===== src/rtl/outbound_fifo_rr_scheduler.sv =====
// Round-robin egress scheduler: grant held per packet; dvld in IDLE -> pop next cycle -> eg_valid the cycle after.
// Backpressure: never pops while eg_valid=1 & eg_ready=0; the egress register holds until accepted.
module outbound_fifo_rr_scheduler #(
    parameter int NUM_Q         = 4,
    parameter int RWIDTH        = 10,
    parameter int MAX_PKT_WORDS = 64,
    localparam int GW           = $clog2(NUM_Q),
    localparam int CW           = $clog2(MAX_PKT_WORDS + 1)
) (
    input  logic                    pos_rclk,
    input  logic                    aresetn_rclk,
    input  logic                    sresetn_rclk,
    input  logic [NUM_Q-1:0]        q_dvld,
    input  logic [NUM_Q*RWIDTH-1:0] q_dout,
    output logic [NUM_Q-1:0]        q_rd_en,
    output logic                    eg_valid,
    output logic [RWIDTH-1:0]       eg_data,
    input  logic                    eg_ready,
    output logic [GW-1:0]           grant_id,
    output logic                    busy,
    output logic                    timeout_err
);

    typedef enum logic {
        IDLE = 1'b0,
        XFER = 1'b1
    } state_t;

    state_t            state, state_nxt;
    logic [GW-1:0]     grant_nxt, winner;
    logic [GW:0]       scan_idx;
    logic [CW-1:0]     count, count_nxt, count_inc;
    logic [RWIDTH-1:0] head;
    logic              head_vld;
    logic              pop;
    logic              eg_valid_nxt;
    logic [RWIDTH-1:0] eg_data_nxt;
    logic              timeout_nxt;

    assign busy      = (state == XFER);
    assign count_inc = count + 1'b1;

    // Scan from the far end so the nearest requester after grant_id wins.
    always_comb begin
        winner   = grant_id;
        scan_idx = '0;
        for (int k = NUM_Q; k >= 1; k--) begin
            scan_idx = {1'b0, grant_id} + (GW+1)'(k);
            if (scan_idx >= (GW+1)'(NUM_Q))
                scan_idx = scan_idx - (GW+1)'(NUM_Q);
            if (q_dvld[scan_idx[GW-1:0]])
                winner = scan_idx[GW-1:0];
        end
    end

    always_comb begin
        head     = '0;
        head_vld = 1'b0;
        for (int i = 0; i < NUM_Q; i++) begin
            if (grant_id == GW'(i)) begin
                head     = q_dout[i*RWIDTH +: RWIDTH];
                head_vld = q_dvld[i];
            end
        end
    end

    always_comb begin
        state_nxt    = state;
        grant_nxt    = grant_id;
        count_nxt    = count;
        eg_valid_nxt = eg_valid & ~eg_ready;
        eg_data_nxt  = eg_data;
        timeout_nxt  = 1'b0;
        pop          = 1'b0;
        q_rd_en      = '0;
        case (state)
            IDLE: begin
                if (|q_dvld) begin
                    grant_nxt = winner;
                    state_nxt = XFER;
                end
            end
            XFER: begin
                // Gated by the sync reset so a FIFO is never popped into a word that gets discarded.
                pop               = head_vld & (~eg_valid | eg_ready) & sresetn_rclk;
                q_rd_en[grant_id] = pop;
                if (pop) begin
                    eg_valid_nxt = 1'b1;
                    eg_data_nxt  = head;
                    count_nxt    = count_inc;
                    if (head[RWIDTH-1]) begin
                        state_nxt = IDLE;
                        count_nxt = '0;
                    end else if (count_inc == CW'(MAX_PKT_WORDS)) begin
                        state_nxt   = IDLE;
                        count_nxt   = '0;
                        timeout_nxt = 1'b1;
                    end
                end
            end
            default: state_nxt = IDLE;
        endcase
    end

    always_ff @(posedge pos_rclk or negedge aresetn_rclk) begin
        if (!aresetn_rclk) begin
            state       <= IDLE;
            grant_id    <= GW'(NUM_Q - 1);
            count       <= '0;
            eg_valid    <= 1'b0;
            eg_data     <= '0;
            timeout_err <= 1'b0;
        end else if (!sresetn_rclk) begin
            state       <= IDLE;
            grant_id    <= GW'(NUM_Q - 1);
            count       <= '0;
            eg_valid    <= 1'b0;
            eg_data     <= '0;
            timeout_err <= 1'b0;
        end else begin
            state       <= state_nxt;
            grant_id    <= grant_nxt;
            count       <= count_nxt;
            eg_valid    <= eg_valid_nxt;
            eg_data     <= eg_data_nxt;
            timeout_err <= timeout_nxt;
        end
    end

endmodule


===== config.mk =====
export PLATFORM = sky130hd
export DESIGN_NAME = outbound_fifo_rr_scheduler
export DESIGN_NICKNAME = d
export VERILOG_FILES = /design/src/rtl/outbound_fifo_rr_scheduler.sv
export SDC_FILE = /design/constraint.sdc
export NUM_CORES = 1
export LEC_CHECK = 0
export CAP_MARGIN = 20
export CORE_MARGIN = 2
export CORE_UTILIZATION = 25
export CTS_CLUSTER_SIZE = 20
export DETAILED_ROUTE_END_ITERATION = 10
export GPL_TIMING_DRIVEN = 0
export PLACE_DENSITY = 0.61
export SLEW_MARGIN = 20
export SYNTH_ARGS = -nofsm -noshare
export SYNTH_HDL_FRONTEND = slang
export SYNTH_SLANG_ARGS = --single-unit
export TNS_END_PERCENT = 1

===== constraint.sdc =====
create_clock -name pos_rclk -period 4.5 [get_ports pos_rclk]
set_clock_uncertainty 0.2 [all_clocks]
set_input_delay 0.45 -clock pos_rclk [delete_from_list [all_inputs] [get_ports pos_rclk]]
set_output_delay 0.45 -clock pos_rclk [all_outputs]
set_load 0.005 [all_outputs]

======== Yosys cells after proc, flatten, opt, wreduce, memory -nomap -nowiden ========
Index checks and enable logic that the tools add are counted.
cells by class
  equality and inequality tests ........... 9
  muxes and demuxes ....................... 52
  $lt $le $gt $ge ......................... 10
  reduce and logical (&&, ||, !) cells .... 5
  bitwise operators ....................... 8
  $add $sub $neg .......................... 9
operators by type and width
  cell                                                        count
  2-to-1 mux 10 bit                                           7
  2-to-1 mux 7 bit                                            5
  2-to-1 mux 1 bit                                            22
  2-to-1 mux 2 bit                                            11
  less-than comparator 2 x 3 -> 1 bit, second input constant  5
  greater-or-equal comparator 3 bit, second input constant    4
  binary-select mux 1 bit (select 2 bit)                      4
  subtractor 2 x 1 -> 2 bit, second input constant            4
  adder 7 x 1 -> 7 bit, second input constant                 1
  equality test 7 bit, second input constant                  1
  adder 2 x 2 -> 3 bit, second input constant                 2
  != test 2 x 1 -> 1 bit, second input constant               3
  != test 5 x 1 -> 1 bit, second input constant               1
  AND 4 bit                                                   1
  equality test 2 bit, second input constant                  2
  2-to-1 mux 4 bit                                            1
  OR reduction 4 bit                                          1
  adder 2 x 1 -> 3 bit, second input constant                 1
  adder 2 x 3 -> 3 bit, second input constant                 1
  AND 1 bit                                                   3
  inverter 1 bit                                              3
  AND reduction 3 bit                                         1
  demux 1 bit (select 2 bit)                                  1
  equality test 2 x 1 -> 1 bit, second input constant         1
  other kinds (7)                                             7
storage, ports and cells
  register bits ........................... 22
  logic and storage cells ................. 99

======== Longest topological paths before layout ========
Gate-level depths: netlist of run 1.
  word-level depth ........................ 12
  mapped depth ............................ 11
  mapped depth without buffers ............ 7

======== Least setup slack after synthesis of run 1 ========
Ideal clock, no wire load.
  path type ............................... register to output
  start ................................... register grant_id[0]
  end ..................................... output port q_rd_en[0]
  slack ................................... 1734 ps
  data arrival time ....................... 2116 ps
  stages on the path, launching flop included .. 11
  cells stage by stage .................... dfstp_2 -> clkbuf_1 -> inv_1 -> ha_1 -> nor2b_2 -> buf_4 -> a21oi_1 -> and4bb_1 -> buf_6 -> buf_6 -> and3_1
on the way
  word-level cells in the longest chain between the ends .. 9
  elaborated cells on any way between the ends .. 17
  those cells by class .................... order compare (2); eq/ne (3); mux (7); bitwise (3); reduce/logical (2)
ends and longest elaborated chain
  what                           line  RTL
  start: declaration             19    output logic [GW-1:0] grant_id,
  start signal: assignment       108   grant_id <= GW'(NUM_Q - 1);
  start signal: assignment       115   grant_id <= GW'(NUM_Q - 1);
  start signal: assignment       122   grant_id <= grant_nxt;
  zero test 2 bit                60    if (grant_id == GW'(i)) begin
  2-to-1 mux 1 bit (4 in a row)  60
  AND 1 bit (2 in a row)         85    pop = head_vld & (~eg_valid | eg_ready) & sresetn_rclk;
  AND 4 bit (no line) *          --
  2-to-1 mux 4 bit *             76    case (state)
  end: declaration               15    output logic [NUM_Q-1:0] q_rd_en,
Every way passes the cells marked *; elsewhere a longest branch is shown, timed or not.

======== Worst setup path in the final report of run 1 ========
  start ................................... register grant_id[1]
  end ..................................... output port q_rd_en[2]
The elaborated chain is that of the path after synthesis.

==> results.py, run 1 <==
metrics = {
    "synthesis": {
        "synth_top_cell_by_area": "dfrtp_1",
        "ys_ff_latch": 22,
        "synthesis.area_sq_um": 1590,
        "netlist_top_cells_count": "a21oi_1 (23), dfrtp_1 (20), nand2_1 (17)",
        "synth_fp_nets": 246,
        "yosysUniqueCellTypes": 43,
        "seq_area_frac_synth_pct": 34.9,
        "synthArstFlopShare_pct": 100,
        "avgSynthCellArea_sq_um": 8.21,
        "synth_area_leaders": "dfrtp_1 (32%), a21oi_1 (7.3%), a221oi_1 (5.0%)",
        "yosys_warnings": 0,
        "yosysMostFrequentCell": "a21oi_1",
        "synth-main-ff-cell": "dfrtp_1",
        "syn_inst": 193,
        "synth_top_area_share_pct": 31.6,
        "synth_edf_count": 0,
    },
    "worst_hold_path": {
        "hp-class": "reg -> reg",
    },
    "clock_network": {
        "h-tree-depth": 1,
        "cts_max_path_buffers": 2,
        "cts_hold_buf": 0,
        "cts_buffers": 3,
        "cts_tree": "yes",
        "cts_resized": 0,
        "post_cts_buffers": 0,
        "clk_latency_ps": 270,
        "cts_sinks": 22,
        "clock-root-buffer": "clkbuf_8",
        "cts.clk_slew.worst_paths_ps": 80,
    },
    "drt": {
        "drt_first_iter_violations": 120,
        "via_per_inst": 5.15,
        "totalWireLength_um": 4920,
        "antenna_left": 0,
        "avgRoutedWirePerCell_um": 14.4,
        "dr.pass1.iters": 4,
        "drc": 0,
        "vias": 1755,
    },
    "setup_path": {
        "critPathLaunchType": "flip-flop",
        "critPathCaptureType": "output port",
        "path_cells": "clkbuf_1 > inv_1 > ha_1 > nor2b_2 > buf_4 > a21oi_1 > and4bb_1 > buf_6 > buf_6 > and3_1 > clkdlybuf4s50_1",
        "criticalPathCategory": "reg -> out",
        "cpMaxStageDelayCell": "dfstp_2",
        "crit_arrival_ps": 3190,
        "worstPathMaxFanout": 10,
        "cp_common_cell": "buf_6",
        "critPathMaxStageDelay_ps": 570,
        "crit_required_ps": 3850,
    },
    "timing": {
        "period_minus_slack_ps": 3840,
        "slew_headroom_pct": 64.9,
        "grt_setup_unrepaired": "no",
        "fin_crit_sh_pct": 85.3,
        "layout_setup_ws_ps": 662,
        "slew_viol_final": 0,
        "finalHoldViolCount": 0,
        "setup_violations": 0,
        "tightest_slew_ps": 527,
        "tns_ps": 0,
        "fmaxAchievable_mhz": 261,
    },
    "floorplan": {
        "rows": 29,
        "start_util_pct": 25.4,
        "io_pins": 67,
        "core-area_sq_um": 6240,
        "fp.dieW_um": 83.6,
        "die_y_um": 83.6,
        "die-area_sq_um": 6990,
    },
    "run": {
        "cap_violations": 0,
    },
    "global_route": {
        "grt_pass1_wl_um": 7990,
        "gr-total-overflow": 0,
        "grt_use_total_pct": 13.9,
        "grt_pass1_vias": 1755,
        "grt_antenna_before_repair": 0,
        "grt_max_degree": 23,
    },
    "cells_and_area": {
        "num-fill-cells": 660,
        "drive_gt1_share_pct": 6.44,
        "area_delta_synth_final_pct": 52.6,
        "final_cell_count_no_fill": 341,
        "nets": 318,
        "utilization_pct": 38.8,
        "antenna-diode-count": 0,
    },
    "power_and_ir_drop": {
        "p_clk_share_pct": 22.7,
        "power_frac_seq_pct": 29.8,
        "sw_frac_of_total_pct": 34.8,
        "p_comb_share_pct": 47.5,
        "leakagePower_nw": 0.974,
        "p_int_uw": 544,
        "total_power_uw": 835,
        "p_per_area_nw_per_um2": 345,
        "p_sw_uw": 291,
        "peakVddDrop_uv": 168,
    },
    "outcome": {
        "status": "finished clean",
    },
    "place": {
        "dpl_worst_slack_ps": 978,
        "gp_congestion": 0.856,
        "io_buffers": 66,
        "place_inst": 336,
        "hpwl_um": 3650,
    },
}
## layout make-up
class                   count  area [sq um]  share of cell area (%)
plain buffers              16          81.3                    3.36
clock buffers               3          41.3                    1.71
clock inverters             1          30.0                    1.24
inverters                   5          18.8                   0.776
multi-input cells         150           932                    38.5
flip-flops and latches     22           553                    22.9
well taps                  77          96.3                    3.98
repair buffers             67           666                    27.5
## routing by layer
metal / vias to the layer above / share of wire, % / track usage, %
li1: 859 / - / -
met1: 825 / 46 / 17.6
met5: - / 0 / 0
met2: 64 / 46 / 23.3
met3: 7 / 6.8 / 3.96
met4: 0 / 1.3 / 3.67
## sequential cells by signal, summed over array words and instances (netlist names)
signal	count
eg_data	10
busy	1
grant_id	2
timeout_err	1
eg_valid	1
count	7
## worst max-delay path, delay by kind of cell, from the launching register on
kind	cells	cell delay [ps]
flip-flops	1	570
AO/OA/AOI/OAI	1	80
AND/OR/NAND/NOR	3	600
buffers and inverters	6	1380
adder cells (fa/ha/maj)	1	280
## path summary, 6_finish.rpt
| check | startpoint | end | slack [ps] | depth (start not counted) |
|---|---|---|---|---|
| max | grant_id[1] | q_rd_en[2] | 660 | 11 |
| max reg2reg | grant_id[0] | eg_data[5] | 1740 | 11 |
| min | eg_data[4] | eg_data[4] | 370 | 2 |
| min in group asynchronous | aresetn_rclk | count[2] | 490 | 2 |
| max in group asynchronous | aresetn_rclk | grant_id[0] | 3250 | 2 |
| min reg2reg | eg_data[4] | eg_data[4] | 370 | 2 |
## power by group through the flow
stage / sequential, mW / clock, mW / combinational (mW)
after floorplan: 0.251 / 0 / 0.227
final: 0.249 / 0.190 / 0.396
after global routing: 0.254 / 0.201 / 0.439
after global placement: 0.252 / 0 / 0.398
after CTS: 0.250 / 0.195 / 0.400
after detailed placement: 0.254 / 0 / 0.397
## per-stage QoR
step | hold WS [ps] | area, sq um
global route | 420 | 2420
CTS | 389 | 2410
global placement | 357 | 2340
finish | 374 | 2420
detailed placement | 361 | 2340
floorplan | -45.6 | 1590
## cell usage in the layout, fill, tap and decap left out, types with 4 or more instances in the layout
cell type	instances
clkdlybuf4s50_1	65
a21oi_1	23
dfrtp_1	20
nand2_1	17
o21ai_0	14
nor2b_1	12
nor3_1	12
clkbuf_1	11
a221oi_1	9
nand3_1	6
inv_1	5
and3_1	5
ha_1	5
nand2b_1	4
nor2_1	4
mux2i_1	4
a21boi_0	4
o22ai_1	4
## logic make-up (layout without fill, tap and decap cells)
logic type	Yosys count	count (layout)	synth area share, %
adder cells (fa/ha/maj)	5	5	3.95
buffers and inverters	21	92	6.31
AO/OA/AOI/OAI	66	66	26.0
flip-flops	22	22	34.9
multiplexers	5	5	3.47
AND/OR/NAND/NOR	74	74	25.3
Note: power is estimated with default switching activity, not from simulation.
==> inputs of run 2 (changes only) <==
Settings changed: SETUP_SLACK_MARGIN set to 0.02.
==> results of run 2 <==
Same layout as run 1: the final DEF is identical, and so are final timing and power.
==> inputs of run 3 (changes only) <==
Settings changed: ABC_AREA set to 1, PLACE_DENSITY 0.61 to 0.6, RECOVER_POWER set to 100.
==> results.py, run 3 <==
metrics = {
    "outcome": {
        "status": "finished clean",
    },
    "synthesis": {
        "synth_top_area_share_pct": 30.8,
        "synthesis.area_sq_um": 1620,
        "synth-main-ff-cell": "dfrtp_1",
        "syn_inst": 237,
        "synthArstFlopShare_pct": 100,
        "yosysMostFrequentCell": "nand2_1",
        "avgSynthCellArea_sq_um": 6.85,
        "netlist_top_cells_count": "nand2_1 (66), nand3_1 (40), dfrtp_1 (20)",
        "synth_top_cell_by_area": "dfrtp_1",
        "synth_area_leaders": "dfrtp_1 (31%), nand2_1 (15%), nand3_1 (12%)",
        "ys_ff_latch": 22,
        "seq_area_frac_synth_pct": 34.1,
        "synth_fp_nets": 290,
        "yosysUniqueCellTypes": 29,
        "yosys_warnings": 0,
        "synth_edf_count": 0,
    },
    "drt": {
        "drc": 0,
        "avgRoutedWirePerCell_um": 11.5,
        "totalWireLength_um": 4440,
        "m1WireLength_um": 2020,
        "dr.pass1.iters": 4,
        "drt_first_iter_violations": 69,
        "vias": 1730,
        "highest_layer": "met4",
        "antenna_left": 0,
        "wl_met2_um": 2110,
        "met3RoutedLength_um": 276,
        "via_per_inst": 4.49,
    },
    "setup_path": {
        "cpMaxStageDelayCell": "dfstp_1",
        "path_cells": "clkbuf_1 > inv_1 > ha_1 > inv_1 > o211ai_1 > nand2_2 > nand3_1 > buf_2 > nor2_1 > dlygate4sd3_1",
        "critPathLaunchType": "flip-flop",
        "rr_worst_depth": 12,
        "crit_required_ps": 3850,
        "cp_top_family": "buffers and inverters",
        "timing.rr.end": "eg_data[6]",
        "critPathCaptureType": "output port",
        "cp_common_cell": "inv_1",
        "criticalPathCategory": "reg -> out",
        "r2r_slack_ps": 1550,
        "path_depth": 10,
        "crit_arrival_ps": 3180,
        "critPathMaxStageDelay_ps": 610,
        "worstPathMaxFanout": 10,
        "path_buf_inv": 5,
        "regToRegStartpoint": "grant_id[0]",
    },
    "cells_and_area": {
        "antenna-diode-count": 0,
        "layout_common_cells": "nand2_1 (67), clkdlybuf4s50_1 (50), nand3_1 (41), o21ai_0 (25), dfrtp_1 (20)",
        "num-fill-cells": 686,
        "final_common_cell": "nand2_1",
        "largest-register": "eg_data",
        "largest_reg_flops": 10,
        "nets": 362,
        "largestRegisters": "eg_data x10, count x7, grant_id x2",
        "stdcell_area_sq_um": 2400,
        "utilization_pct": 38.0,
        "drive_gt1_share_pct": 5.52,
        "area_delta_synth_final_pct": 47.9,
    },
    "floorplan": {
        "start_util_pct": 25.7,
        "io_pins": 67,
        "fp.dieW_um": 84.6,
        "core-area_sq_um": 6310,
        "die_y_um": 84.6,
        "die-area_sq_um": 7160,
        "rows": 29,
    },
    "power_and_ir_drop": {
        "p_clk_share_pct": 12.3,
        "total_power_mw": 1.12,
        "peakVddDrop_uv": 215,
        "p_sw_uw": 495,
        "p_int_uw": 630,
        "leakagePower_nw": 1.17,
        "power_frac_seq_pct": 26.3,
        "p_per_area_nw_per_um2": 468,
        "sw_frac_of_total_pct": 44.0,
        "p_comb_share_pct": 61.4,
    },
    "timing": {
        "setup_violations": 0,
        "tns_ps": 0,
        "slew_viol_final": 0,
        "fin_crit_sh_pct": 85.2,
        "slew_headroom_pct": 21.8,
        "grt_setup_unrepaired": "no",
        "fmaxAchievable_mhz": 261,
        "finalHoldViolCount": 0,
        "period_minus_slack_ps": 3830,
        "tightest_slew_ps": 1170,
    },
    "global_route": {
        "grt_pass1_vias": 1653,
        "grt_antenna_before_repair": 0,
        "grt_pass1_wl_um": 7380,
        "grt_max_degree": 23,
        "grt_use_total_pct": 12.4,
        "gr-total-overflow": 0,
    },
    "worst_hold_path": {
        "hold_end": "eg_data[2]",
        "hp-class": "reg -> reg",
        "min_from": "eg_data[2]",
        "whs_path_depth": 2,
    },
    "clock_network": {
        "cts_sinks": 22,
        "cts_tree": "yes",
        "clock-root-buffer": "clkbuf_8",
        "clk_latency_ps": 250,
        "post_cts_buffers": 0,
        "h-tree-depth": 1,
        "cts.clk_slew.worst_paths_ps": 80,
        "cts_max_path_buffers": 2,
        "cts_buffers": 3,
    },
    "place": {
        "hpwl_um": 3630,
        "placed_cell_area_sq_um": 2380,
        "io_buffers": 66,
        "gp_congestion": 0.882,
    },
    "run": {
        "cap_violations": 0,
    },
}
run 3: cell count changes in the layout (fill, tap and decap cells not counted), moves of 6 or more:
cell	delta
nor2_1	+10
nand3_1	+35
nor2b_1	-12
inv_1	+14
clkbuf_1	-6
a221oi_1	-9
a21oi_1	-16
nor3_1	-11
dlygate4sd3_1	+15
nand2_1	+50
o211ai_1	+8
clkdlybuf4s50_1	-15
o21ai_0	+11
run 3: logic make-up after synthesis:
kind of cell	after synthesis	synth area share [%]
adders and majority gates	5	3.85
buffers and inverters	32	8.94
AOI/OAI and AO/OA	44	15.5
xor gates and xnor gates	2	1.08
and+or+nand+nor	132	36.6
DFF	22	34.1
run 3: power by group through the flow:
stage          clock network, mW  registers, mW  logic, mW
2_1_floorplan                  0          0.303      0.485
3_3_place_gp                   0          0.309      0.744
3_5_place_dp                   0          0.306      0.754
4_1_cts                    0.145          0.304      0.756
5_1_grt                    0.155          0.305      0.781
6_report                   0.138          0.295      0.691
run 3: final cells by class:
class,instances,area [sq um],area share (%)
timing repair buffer,67,664,27.7
tap,77,96.3,4.01
buffer,11,57.6,2.40
multi-input combinational,183,897,37.3
clock buffer,4,55.1,2.29
inverter,21,78.8,3.28
sequential,22,553,23.0
run 3: per-layer routing:
metal	vias to the layer above	GRT usage, %
met5	-	0
met2	54	21.8
met1	743	15.6
met4	0	3.03
li1	931	-
met3	2	2.46
run 3: how the worst max path moves through the flow:
stage,from,endpoint,slack (ps)
6_report,grant_id[0],q_rd_en[1],670
3_5_place_dp,grant_id[0],q_rd_en[3],1330
2_1_floorplan,grant_id[0],q_rd_en[0],2100
3_3_place_gp,grant_id[0],q_rd_en[3],1300
5_1_grt,grant_id[0],q_rd_en[1],420
4_1_cts,grant_id[0],q_rd_en[3],1010
run 3: worst register-to-register path, stage by stage (launching register included):
cell and delay (ps):
dfstp_1 610, clkbuf_1 330, inv_1 150, ha_1 330, inv_1 230, o211ai_1 150
nand2_2 100, nand2_2 40, inv_1 60, nand2_1 170, clkbuf_1 290, nand3_1 140
nand2_1 60
run 3: metrics by stage:
| step | instances | hold slack [ps] | setup WS, ps |
|---|---|---|---|
| 3_5_place_dp | 380 | 304 | 1330 |
| 4_1_cts | 384 | 323 | 1010 |
| 5_1_grt | 385 | 348 | 425 |
| 2_1_floorplan | 237 | -45.6 | 2100 |
| 6_report | 385 | 308 | 666 |
| 3_3_place_gp | 380 | 305 | 1300 |
run 3: timing repair:
item,4_1_cts,5_1_grt
gates resized for setup,0,0
endpoints found under the hold margin,0,20
hold buffers,0,1
==> RTL edit 1 (settings of run 3) <==
Change the parameter `NUM_Q` from 4 to 8.
--- a/src/rtl/outbound_fifo_rr_scheduler.sv
+++ b/src/rtl/outbound_fifo_rr_scheduler.sv
@@ -1,7 +1,7 @@
 // Round-robin egress scheduler: grant held per packet; dvld in IDLE -> pop next cycle -> eg_valid the cycle after.
 // Backpressure: never pops while eg_valid=1 & eg_ready=0; the egress register holds until accepted.
 module outbound_fifo_rr_scheduler #(
-    parameter int NUM_Q         = 4,
+    parameter int NUM_Q         = 8,
     parameter int RWIDTH        = 10,
     parameter int MAX_PKT_WORDS = 64,
     localparam int GW           = $clog2(NUM_Q),
Interface: changed (resized grant_id, q_dout, q_dvld and q_rd_en); port bits go from 67 to 116. No check against the original RTL was run, so the function may have changed too.
==> RTL edit 1 against run 3 <==
  * Combinational power increased to 3.0 times the old value
  * Final area increased by 85%
  * Synthesized area up 89%
  * Sequential cell count increased by 1
  * Routed wire length grew 150%
  * Final cell count rose by 100%
  * Synthesized cell count grew 120%
  * Worst setup slack got worse by 210 ps
  * First-iteration DRC count grew to 4.1 times the old value
  * Power up 140%
  * Critical endpoint is now q_rd_en[6]
  * Largest cell class unchanged
  * Largest power group unchanged
==> RTL edit 1: results (changes against run 3) <==
metric;value;unit;change
Detailed Route Iter0 Violations;286;;+310%
DP Worst Slack;688.2;ps;-639.0 ps
reg2reg path depth;15;;+3
overall routing resource usage;16.49;%;+4.1 points
crit-path leading delay family;simple AND/OR/NAND/NOR gates;;
Worst Hold Class;primary input to asynchronous set/reset pin;;
Mapped Nets;625;;+120%
Worst-Margin Slew;1295;ps;+122.4 ps
post-DP HPWL;8780;um;+140%
Largest regs;eg_data x10, count x7, grant_id x3;;
first-pass GRT wire length;17820;um;+140%
slowest CP cell;dfstp_2;;
Routed WL;10940;um;+150%
CTS root buffer;clkbuf_16;;
CP arrival;3390;ps;+210 ps
synth unique cells;40;;+38%
crit path max fanout;11;;+1
Max VDD drop;0.2538;mV;+18%
Worst-path clk slew;60;ps;-20 ps
Via-to-Cell Ratio;4.705;;+4.7%
leakage power;2.242;nW;+92%
status;finished clean;;
vias in the first global route;3718;;+120%
global placement routability congestion;0.9534;;+8.1%
IO buf count;115;;+74%
Syn Inst Count;520;;+120%
Avg WL per Cell;13.91;um;+21%
largest net degree at the start of global routing;24;;+4.3%
placed cell count;782;;+110%
Placed Area;4412;sq um;+85%
Post-synth top cells;nand2_1, nand3_1, inv_1, nor2_1, dfrtp_1;;
share of cells above drive strength 1;11.27;%;+5.7 points
top post-synthesis cells by area;nand2_1, dfrtp_1, nand3_1;;
[RTL edit 1: power breakdown]
part / internal, mW / total (mW) / switching (mW)
Sequential: 0.283 / 0.359 / 0.0765
Clock: 0.119 / 0.191 / 0.0712
Combinational: 0.788 / 2.09 / 1.31
[RTL edit 1: layout make-up]
cell class                      count  area (sq um)
Buffer                             18         107.6
Clock buffer                        3         75.07
Clock inverter                      1         5.005
Fill cell                        1303          7561
Inverter                           54         207.7
Multi-Input combinational cell    425          2147
Sequential cell                    23         579.3
Tap cell                          147         183.9
Timing Repair Buffer              115          1145
[RTL edit 1: kinds of logic after synthesis]
group | share of synthesized area [%]
buffers and inverters | 10.61
and+or+nand+nor | 57.91
AOI/OAI and AO/OA | 5.938
DFF | 18.83
adders and majority gates | 5.287
xor gates and xnor gates | 1.423
[RTL edit 1: final timing paths]
check | startpoint | to | slack, ps
min reg2reg | eg_data[9] | eg_data[9] | 310
max reg2reg | grant_id[1] | eg_data[6] | 1210
min in group pos_rclk | eg_data[9] | eg_data[9] | 310
max in group asynchronous | aresetn_rclk | count[3] | 3070
min | aresetn_rclk | eg_data[3] | 260
max | grant_id[1] | q_rd_en[6] | 460
[RTL edit 1: per-layer routing]
metal  part of all wire, %  global-route usage [%]
met5                     0                       0
met3                   6.4                   2.214
met2                    46                   29.33
met1                    46                   21.12
met4                   2.1                   3.936
==> RTL edit 2 (flow settings as in run 3) <==
Made on the original files. Reset style: synchronous (`aresetn_rclk`), changed in one clocked block.
--- a/src/rtl/outbound_fifo_rr_scheduler.sv
+++ b/src/rtl/outbound_fifo_rr_scheduler.sv
@@ -102,7 +102,7 @@
         endcase
     end
 
-    always_ff @(posedge pos_rclk or negedge aresetn_rclk) begin
+    always_ff @(posedge pos_rclk) begin
         if (!aresetn_rclk) begin
             state       <= IDLE;
             grant_id    <= GW'(NUM_Q - 1);
Behaviour: differs if aresetn_rclk is asserted again (counterexample within 4 cycles, from zero or initial values and one cycle with aresetn_rclk low); with aresetn_rclk held inactive, the same outputs for 10 cycles.
==> RTL edit 2 against run 3 <==
  * Core utilization up 0.75 points
  * Synthesized area down 5.1%
  * Register-to-register slack improved by 70 ps
  * First-iteration DRC count shrank 14%
  * Count of clock-buffer cells in the layout decreased by 1
  * Sequential cell count stayed put
  * Sequential share of layout area shrank 4.0 points
  * Routed wire length fell by 7.4%
  * Die area is 4.8% lower
  * Largest cell class unchanged
  * Final area down 3.8%
  * Worst setup slack better by 320 ps
  * Critical path type unchanged
Power is not compared: it rests on default switching activity, and its combinational part moved more than twofold at a synthesized area within 25%.
==> RTL edit 2: results (changes against run 3) <==
metric;value;unit;change
Hold Crit Start;count[1];;
Syn Inst Count;232;;-2.1%
fin nets;356;;-1.7%
Setup crit start;grant_id[0];;
sequential portion of the cell area;19.06;%;-4.0 points
Inverters;25;;+19%
global placement routability congestion;0.8239;;-6.6%
XOR/XNOR share of the synthesized area;0.5682;%;-0.51 points
largest stage delay on the critical path;570;ps;-40 ps
DP Worst Slack;1602;ps;+274.6 ps
buffering overhead;30.16;%;+0.10 points
worst setup margin;980.9;ps;+315.0 ps
top post-synthesis cells by area;dfxtp_1, nand2_1, a21oi_1;;
largest net degree at the start of global routing;14;;-39%
post-DP HPWL;3351;um;-7.6%
num sequential;22;;unchanged
R2R Path End;eg_data[7];;
Synth Area in Compound Gates;27.76;%;+12 points
synth unique cells;27;;-6.9%
status;finished clean;;
vias in the first global route;1538;;-7.0%
end of the worst hold path;count[1];;
Mapped Nets;285;;-1.7%
Routed WL;4110;um;-7.4%
Post-synth top cells;nand2_1, dfxtp_1, a21oi_1, inv_1, o21ai_0;;
Post-Synth Adder-Cell Area;4.058;%;+0.21 points
-- RTL edit 2: cell types whose count changed in the layout (fill, tap and decap cells not counted), moves of 6 or more --
cell      delta
a21oi_1     +15
a21oi_2      +8
dfrtp_1     -20
dfxtp_1     +22
nand3_1     -34
o211ai_1     -7
o21ai_1      +6
-- RTL edit 2: power groups by stage --
stage / registers [mW] / logic, mW / clock network, mW
4_1_cts: 0.203 / 0.171 / 0.193
3_3_place_gp: 0.208 / 0.169 / 0
6_report: 0.203 / 0.161 / 0.188
5_1_grt: 0.204 / 0.182 / 0.198
2_1_floorplan: 0.207 / 0.0976 / 0
3_5_place_dp: 0.208 / 0.170 / 0
-- RTL edit 2: per-layer routing --
| metal | GRT usage (%) | wire length, um |
|---|---|---|
| met1 | 14.93 | 1863 |
| met2 | 21.69 | 1912 |
| met3 | 2.500 | 261 |
| met4 | 3.934 | 73 |
| met5 | 0 | 0 |
-- RTL edit 2: how the worst max path moves through the flow --
stage | cells after the start | endpoint
finish | 10 | q_rd_en[1]
global route | 10 | q_rd_en[1]
CTS | 10 | q_rd_en[2]
detailed placement | 10 | q_rd_en[3]
global placement | 10 | q_rd_en[3]
floorplan | 9 | q_rd_en[0]
-- RTL edit 2: worst reg2reg max path, delay by kind of cell (launching register included) --
kind,cells,cell delay (ps)
AO/OA/AOI/OAI,2,320
buffers and inverters,5,1260
adder cells (fa/ha/maj),1,290
AND/OR/NAND/NOR,3,330
flip-flops,1,410
-- RTL edit 2: kinds of logic (layout without fill, tap and decap cells) --
family	Yosys count	after routing
and+or+nand+nor	101	101
AOI/OAI and AO/OA	70	70
buffers and inverters	33	103
DFF	22	22
adders and majority gates	5	5
xor gates and xnor gates	1	1
